### src/rtl/ddram_arbiter.sv
// Round-robin arbiter sharing the ddram single-client port; IDLE->strobe 1 cycle, ack >=4 cycles after request.
// Requests are level-held until req_ack; the winner's operands stay latched while the wrapper is busy.
module ddram_arbiter #(
  parameter int NUM_REQ = 3,
  parameter bit PRIO0   = 1'b0,
  parameter int TIMEOUT = 1023
) (
  input  logic                  DDRAM_CLK,
  input  logic                  reset_n,
  input  logic [NUM_REQ-1:0]    req_rd,
  input  logic [NUM_REQ-1:0]    req_wr,
  input  logic [NUM_REQ*27-1:0] req_addr,
  input  logic [NUM_REQ*64-1:0] req_din,
  input  logic [NUM_REQ*8-1:0]  req_burst,
  input  logic [NUM_REQ-1:0]    req_ch,
  output logic [NUM_REQ-1:0]    req_ack,
  output logic [NUM_REQ-1:0]    req_dready,
  output logic [2:0]            grant,
  output logic                  timeout_err,
  output logic [26:0]           mem_addr,
  output logic [63:0]           mem_din,
  output logic [7:0]            mem_burst,
  output logic                  mem_rd_ch,
  output logic                  mem_rd,
  output logic                  mem_wr,
  input  logic                  mem_busy,
  input  logic                  mem_dready
);

  typedef enum logic [1:0] {IDLE, ISSUE, ACCEPT, DONE} state_e;

  typedef struct packed {
    logic [26:0] addr;
    logic [63:0] din;
    logic [7:0]  burst;
    logic        ch;
  } mem_op_t;

  localparam logic [9:0] TO_LAST = 10'(TIMEOUT - 1);

  state_e             state_q, state_d;
  mem_op_t            op_q, sel_op;
  logic [2:0]         ptr_q, win;
  logic               op_wr_q;
  logic [9:0]         to_cnt_q, to_cnt_d;
  logic               latch, fin, to_fire, to_hit, waiting;
  logic [NUM_REQ-1:0] req_any, ack_d;
  int                 idx;
  logic               found;

  assign req_any = req_rd | req_wr;
  assign waiting = (state_q == ACCEPT) || (state_q == DONE);
  assign to_hit  = (to_cnt_q == TO_LAST);

  // Search starts one past the last winner so every client gets a turn.
  always_comb begin
    win   = ptr_q;
    found = 1'b0;
    idx   = 0;
    for (int k = 1; k <= NUM_REQ; k++) begin
      idx = int'(ptr_q) + k;
      if (idx >= NUM_REQ) idx = idx - NUM_REQ;
      if (!found && req_any[idx]) begin
        found = 1'b1;
        win   = 3'(idx);
      end
    end
    if (PRIO0 && req_any[0]) win = 3'd0;
  end

  always_comb begin
    sel_op.addr  = req_addr[27*int'(win) +: 27];
    sel_op.din   = req_din[64*int'(win) +: 64];
    sel_op.burst = req_burst[8*int'(win) +: 8];
    sel_op.ch    = req_ch[int'(win)];
  end

  always_ff @(posedge DDRAM_CLK or negedge reset_n) begin
    if (!reset_n) state_q <= IDLE;
    else          state_q <= state_d;
  end

  always_comb begin
    state_d = state_q;
    latch   = 1'b0;
    fin     = 1'b0;
    to_fire = 1'b0;
    case (state_q)
      IDLE: begin
        if (|req_any) begin
          latch   = 1'b1;
          state_d = ISSUE;
        end
      end
      ISSUE: state_d = ACCEPT;
      ACCEPT: begin
        if (mem_busy) begin
          state_d = DONE;
        end else if (to_hit) begin
          to_fire = 1'b1;
          fin     = 1'b1;
          state_d = IDLE;
        end
      end
      DONE: begin
        if (!mem_busy) begin
          fin     = 1'b1;
          state_d = IDLE;
        end else if (to_hit) begin
          to_fire = 1'b1;
          fin     = 1'b1;
          state_d = IDLE;
        end
      end
      default: state_d = IDLE;
    endcase
  end

  // Counter restarts on every state change, so each wait state gets its own budget.
  always_comb begin
    to_cnt_d = to_cnt_q;
    if (state_d != state_q) to_cnt_d = '0;
    else if (waiting)       to_cnt_d = to_cnt_q + 10'd1;
  end

  always_comb begin
    ack_d      = '0;
    req_dready = '0;
    for (int k = 0; k < NUM_REQ; k++) begin
      ack_d[k]      = fin && (grant == 3'(k));
      req_dready[k] = waiting && !op_wr_q && (grant == 3'(k)) && mem_dready;
    end
  end

  assign mem_wr    = (state_q == ISSUE) && op_wr_q;
  assign mem_rd    = (state_q == ISSUE) && !op_wr_q;
  assign mem_addr  = op_q.addr;
  assign mem_din   = op_q.din;
  assign mem_burst = op_q.burst;
  assign mem_rd_ch = op_q.ch;

  always_ff @(posedge DDRAM_CLK or negedge reset_n) begin
    if (!reset_n) begin
      op_q        <= '0;
      op_wr_q     <= 1'b0;
      grant       <= 3'd0;
      ptr_q       <= 3'd0;
      req_ack     <= '0;
      timeout_err <= 1'b0;
      to_cnt_q    <= '0;
    end else begin
      req_ack  <= ack_d;
      to_cnt_q <= to_cnt_d;
      if (latch) begin
        op_q    <= sel_op;
        grant   <= win;
        op_wr_q <= req_wr[int'(win)];
      end
      if (fin)     ptr_q       <= grant;
      if (to_fire) timeout_err <= 1'b1;
    end
  end

endmodule

### config.mk
export PLATFORM = sky130hd
export DESIGN_NAME = ddram_arbiter
export DESIGN_NICKNAME = d
export VERILOG_FILES = /design/src/rtl/ddram_arbiter.sv
export SDC_FILE = /design/constraint.sdc
export NUM_CORES = 1
export LEC_CHECK = 0
export BUFFER_PORTS_ARGS = -buffer_cell sky130_fd_sc_hd__buf_2
export CAP_MARGIN = 20
export CORE_AREA = 2 2 165 167
export CTS_CLUSTER_DIAMETER = 30
export DETAILED_ROUTE_END_ITERATION = 8
export DIE_AREA = 0 0 167 169
export PLACE_DENSITY = 0.61
export SYNTH_ARGS = -nofsm -noshare
export SYNTH_HDL_FRONTEND = slang
export SYNTH_SLANG_ARGS = --single-unit
### constraint.sdc
create_clock -name DDRAM_CLK -period 4.6 [get_ports DDRAM_CLK]
set_input_delay 0.23 -clock DDRAM_CLK [delete_from_list [all_inputs] [get_ports DDRAM_CLK]]
set_output_delay 0.23 -clock DDRAM_CLK [all_outputs]
set_load 0.03 [all_outputs]
; ---- Yosys cells after proc, flatten, opt, wreduce, memory -nomap -nowiden
; Index checks and enable logic that the tools add are counted.
[totals]
regBits = 123
out_inout_bits = 112
elab_cells = 95
[classes]
n_addsub = 7
mul = 1
n_lt_le_gt_ge = 7
eq_ne = 7
shift = 3
muxes = 36
bitwise_logic = 1
n_reduce_logical = 22
[op_table]
columns = cell, count
row1 = indexed part select 192 x 10 -> 64 bit, 1
row2 = less-than comparator 32 x 4 -> 1 bit (second input constant), 3
row3 = two-way mux 32 bit, 3
row4 = indexed part select 81 x 9 -> 27 bit, 1
row5 = indexed part select 24 x 7 -> 8 bit, 1
row6 = two-way mux 10 bit, 2
row7 = two-way mux 1 bit, 16
row8 = subtractor 4 x 2 -> 5 bit (second input constant), 3
row9 = logical AND 1 bit, 14
row10 = greater-or-equal comparator 4 x 2 -> 1 bit (second input constant), 3
row11 = adder 10 x 1 -> 10 bit (second input constant), 1
row12 = binary-select mux 1 bit (select 2 bit), 5
row13 = == test 10 bit (second input constant), 1
row14 = two-way mux 3 bit, 3
row15 = adder 3 x 2 -> 4 bit (second input constant), 2
row16 = multiplier 5 x 3 -> 8 bit (first input constant), 1
row17 = two-way mux 2 bit, 4
row18 = case mux 2 bit (4 select lines), 1
row19 = adder 3 x 1 -> 4 bit (second input constant), 1
row20 = == test 2 bit (second input constant), 2
row21 = case mux 1 bit (2 select lines), 2
row22 = == test 3 x 1 -> 1 bit (second input constant), 1
row23 = == test 3 x 2 -> 1 bit (second input constant), 1
row24 = zero test 1 bit, 3
row25 = 9 further kinds, 9

; ---- Logic depth before layout (Yosys ltp)
[logic_depth]
depth_word = 15
ltp_mapped = 14
ltp_nobuf = 10

; ---- Worst setup path after synthesis
; Ideal clock, no wire load.
[synth_timing]
kind = register to register
startpoint = register ptr_q[0]
endpoint = register op_q, in the netlist mem_addr[10]
setup_ps = 132
arrival_time_ps = 3008
slack_ps = 1460
stages_incl_launch_ff = 15
cell_sequence = dfrtp_1 -> buf_2 -> inv_1 -> ha_1 -> clkbuf_1 -> o21ai_0 -> o21ai_0 -> nor3_1 -> o311a_1 -> o31a_1 -> buf_6 -> buf_6 -> mux2_4 -> a22oi_1 -> o21ai_1
[synth_between]
elab_chain_cells = 15
elab_cells_between_ends = 32
[synth_rtl]
columns = element, line_no
row1 = "start, declared", 43  ; logic [2:0] ptr_q, win;
row2 = "start signal, assigned", 159  ; if (fin) ptr_q <= grant;
row3 = adder 3 x 1 -> 4 bit, 61  ; idx = int'(ptr_q) + k;
row4 = subtractor 4 x 2 -> 5 bit or greater-or-equal comparator 4 x 2 -> 1 bit (tied branches), 62  ; if (idx >= NUM_REQ) idx = idx - NUM_REQ;
row5 = two-way mux 32 bit, 62
row6 = binary-select mux 1 bit (select 2 bit), 63  ; if (!found && req_any[idx]) begin
row7 = two-way mux 1 bit (implied by the code) (2 in a row), 63
row8 = two-way mux 1 bit, 63
row9 = zero test 1 bit, 63
row10 = logical AND 1 bit, 63
row11 = two-way mux 1 bit, 63
row12 = zero test 1 bit, 63
row13 = logical AND 1 bit, 63
row14 = two-way mux 3 bit (*), 63
row15 = multiplier 5 x 3 -> 8 bit (*), 72  ; sel_op.addr = req_addr[27*int'(win) +: 27];
row16 = indexed part select 81 x 9 -> 27 bit (*), 72
row17 = "end signal, assigned", 155  ; op_q <= sel_op;
row18 = "end, declared", 42  ; mem_op_t op_q, sel_op;
; Mark *: on every way between the ends. The rest lies on a longest branch, timed or not. The select of a mux whose other input is x is not followed.
; A chain may end at the register's enable or synchronous reset.

; ---- Final worst setup path
[layout_timing]
startpoint = register ptr_q[1]
endpoint = register op_q, in the netlist mem_din[5]
[layout_between]
elab_chain_cells = 14
elab_cells_between_ends = 31
[layout_rtl]
columns = element, line_no
row1 = adder 3 x 1 -> 4 bit, 61
row2 = subtractor 4 x 2 -> 5 bit or greater-or-equal comparator 4 x 2 -> 1 bit (tied branches), 62
row3 = two-way mux 32 bit, 62
row4 = binary-select mux 1 bit (select 2 bit), 63
row5 = two-way mux 1 bit (implied by the code) (2 in a row), 63
row6 = two-way mux 1 bit, 63
row7 = zero test 1 bit, 63
row8 = logical AND 1 bit, 63
row9 = two-way mux 1 bit, 63
row10 = zero test 1 bit, 63
row11 = logical AND 1 bit, 63
row12 = two-way mux 3 bit (*), 63
row13 = indexed part select 192 x 10 -> 64 bit (*), 73  ; sel_op.din = req_din[64*int'(win) +: 64];
; Marks and branches as above.

==> out/metrics.json <==
{
  "number_of_sinks_handled_by_clock_tree_synthesis": 123,
  "final.setup.tns_ns": 0,
  "grt.overflow.total": 0,
  "slew-limit-headroom": 0.331,
  "vdd_ir_drop_max_mv": 1.76,
  "gr-usage-met2": 0.311,
  "avgViaCountPerCell": 4.92,
  "final_setup_violations": 0,
  "status": "finished clean",
  "synthDominantCellAreaShare": 0.394,
  "clock_tree.root_cell": "sky130_fd_sc_hd__clkbuf_16",
  "grt_setup_unrepaired": "false",
  "timing.critical_path.required_ns": 4.86,
  "first_global_vias": 7428,
  "finish.instance_area_sq_um": 10900,
  "synth_top_cell_by_area": "sky130_fd_sc_hd__dfrtp_1",
  "synth.cells.most_frequent": "sky130_fd_sc_hd__dfrtp_1 (123), sky130_fd_sc_hd__nand2_1 (122), sky130_fd_sc_hd__o21ai_1 (79)",
  "critPathArrivalTime_ns": 4.13,
  "netlist_area_sq_um": 7810,
  "syn_avg_cell_area_sq_um": 10.6,
  "maxCapViolCount": 0,
  "n_fill_cell": 2666,
  "fin_ws_ns": 0.727,
  "netlist-cell-type-count": 45,
  "total_power_mw": 11.0,
  "initial_core_util": 0.295,
  "worstMarginPinSlew_ns": 1.00,
  "tritoncts_clock_tree": "built",
  "synthesized_netlist_net_count": 1059,
  "register_bit_count_reported_by_yosys": 123,
  "synth_enable_flop_cells": 0,
  "slew_violations": 0,
  "crit_path_start_kind": "flop",
  "timing.critical_path.to_type": "flop",
  "numCtsBuffers": 17,
  "ys_warn_count": 0,
  "wl_per_cell_um": 18.0,
  "final_hold_viol_count": 0,
  "wirelength_um": 26700,
  "area_growth_from_synthesis_to_final_layout_pct": 39.1,
  "groute.layer.met3.usage": 0.0510,
  "netlist_top_cells_area": "sky130_fd_sc_hd__dfrtp_1 (39%), sky130_fd_sc_hd__mux2_4 (15%), sky130_fd_sc_hd__a22oi_2 (11%)",
  "dr_total_vias": 7300,
  "power_density_nw_per_um2": 1010,
  "grt_antenna_before_repair": 3,
  "drive_gt1_frac": 0.564,
  "synthCells": 740,
  "design.core.area_sq_um": 26500,
  "synth.yosys.seq_area_share": 0.394,
  "buffer_ports.inserted": 421,
  "worst-setup-path-type": "reg2reg",
  "yosys_most_used_dff": "sky130_fd_sc_hd__dfrtp_1",
  "detail_route.drc_violations": 0,
  "groute.layer.met1.usage": 0.234,
  "detailed_place_hpwl_um": 19600,
  "clk_transition_reported_paths_ns": 0.06,
  "grt_pass1_wl_um": 41300,
  "detail_route.iter0.violations": 388,
  "gpl.final_weighted_congestion": 0.832,
  "synth_async_sr_flop_share": 1.00,
  "place_ws_ns": 0.786,
  "layout_min_cycle_time_ns": 3.87,
  "rows": 60,
  "final.period_utilization": 0.842,
  "detail-route-antenna-nets": 0,
  "vertical_die_dimension_um": 169,
  "hold_path_class": "in2reg",
  "grt_util_all_layers": 0.185,
  "worst_path_max_delay_cell": "sky130_fd_sc_hd__buf_4",
  "final_net_count": 1449,
  "critical_path.cell_chain": "inv_1 > ha_1 > nor2b_1 > or2_2 > o311ai_0 > o311a_1 > o31a_2 > buf_4 > mux2_4 > a22oi_2 > o21ai_1",
  "peak_per_stage_delay_on_the_critical_path_ns": 0.70,
  "clock_latency_ns": 0.42,
  "drtPass1Iterations": 5,
  "pin_count": 422,
  "power.leakage_nw": 5.47,
  "placed_instance_area_sq_um": 10200,
  "clock-skew-final_ns": 0.0111,
  "yosysMostFrequentCell": "sky130_fd_sc_hd__dfrtp_1",
  "h-tree-depth": 4,
  "critPathMaxFanout": 43,
  "fp.dieArea_sq_um": 28200,
  "die_width_um": 167,
  "busiest_layer": "met2",
  "timing.fmax_mhz": 258,
  "max-clock-path-buffers": 2,
  "final_core_utilization": 0.410,
  "grt_start_max_net_pins": 103
}
metal layers:
metal / part of all wire / vias to the layer above
li1: - / 3485
met1: 0.42 / 3504
met2: 0.50 / 273
met3: 0.063 / 34
met4: 0.017 / 4
met5: 0.00086 / -
state kept, by name, summed over array words and instances, names as in the netlist:
name and cells:
grant 3, mem_addr 27, mem_burst 8, mem_din 64
mem_rd_ch 1, op_wr_q 1, ptr_q 3, req_ack 3
state_q 2, timeout_err 1, to_cnt_q 10
cells by family after synthesis:
logic type	share of synthesized area
simple gates	0.103
buf+inv	0.0458
fa+ha+maj	0.0144
mux	0.192
flops	0.394
xor+xnor	0.0135
compound gates	0.237
worst max-delay path, delay by kind of cell (launching register included):
family,cells,cell delay [ns]
mux,1,0.36
compound gates,5,1.33
buf+inv,2,0.86
simple gates,2,0.44
fa+ha+maj,1,0.26
flops,1,0.43
cell usage in the layout (no fill, tap or decap), types with 3 or more instances in the layout:
master / count
sky130_fd_sc_hd__clkinv_4: 3
sky130_fd_sc_hd__a21oi_1: 10
sky130_fd_sc_hd__nand3_1: 6
sky130_fd_sc_hd__dfrtp_1: 123
sky130_fd_sc_hd__ha_1: 9
sky130_fd_sc_hd__xor2_1: 7
sky130_fd_sc_hd__o21ai_0: 32
sky130_fd_sc_hd__buf_2: 420
sky130_fd_sc_hd__mux2_4: 77
sky130_fd_sc_hd__a22oi_1: 29
sky130_fd_sc_hd__xnor2_1: 5
sky130_fd_sc_hd__nand2_1: 121
sky130_fd_sc_hd__a211oi_1: 3
sky130_fd_sc_hd__bufinv_16: 6
sky130_fd_sc_hd__mux2_2: 28
sky130_fd_sc_hd__nor2_1: 27
sky130_fd_sc_hd__nand4_1: 3
sky130_fd_sc_hd__buf_12: 4
sky130_fd_sc_hd__o21ai_1: 78
sky130_fd_sc_hd__clkbuf_16: 17
sky130_fd_sc_hd__a22oi_2: 70
sky130_fd_sc_hd__inv_1: 4
sky130_fd_sc_hd__nor4b_1: 3
sky130_fd_sc_hd__nor3_1: 6
sky130_fd_sc_hd__or3_1: 5
sky130_fd_sc_hd__inv_6: 3
sky130_fd_sc_hd__buf_4: 6
layout make-up:
class	instances	area, sq um	share of cell area
Antenna cell	1	2.50	0.000230
Clock buffer	19	443	0.0408
Clock inverter	13	238	0.0219
Inverter	4	15.0	0.00138
Multi-Input combinational cell	552	4410	0.406
Sequential cell	123	3080	0.283
Tap cell	341	427	0.0393
Timing Repair Buffer	432	2250	0.207
path summary, 6_finish.rpt:
| kind | from | to | slack (ns) | cells after the start |
|---|---|---|---|---|
| max in group asynchronous | reset_n | mem_rd_ch | 3.06 | 3 |
| max reg2reg | ptr_q[1] | mem_din[5] | 0.73 | 11 |
| max | ptr_q[1] | mem_din[5] | 0.73 | 11 |
| min reg2reg | timeout_err | timeout_err | 0.47 | 1 |
| min | req_din[84] | mem_din[20] | 0.1 | 3 |
| min in group asynchronous | reset_n | mem_addr[19] | 0.45 | 2 |
per-stage QoR:
stage               hold slack [ns]  cells
finish                       0.0972   1485
global route                 0.0780   1485
CTS                          0.0712   1484
detailed placement            0.348   1451
global placement              0.354   1451
floorplan                   -0.0656    740
report_power, final:
group,total (mW),switching [mW],internal [mW]
Combinational,7.68,4.38,3.30
Clock,1.58,0.537,1.04
Sequential,1.69,0.247,1.44
Total,11.0,5.17,5.78
repair_timing:
| item | 4_1_cts | 5_1_grt |
|---|---|---|
| setup buffers | 0 | 0 |
| hold buffers | 1 | 0 |
| hold endpoints to repair | 83 | 0 |
| resized for setup | 0 | 0 |
Power figures use the tool's default switching activity.
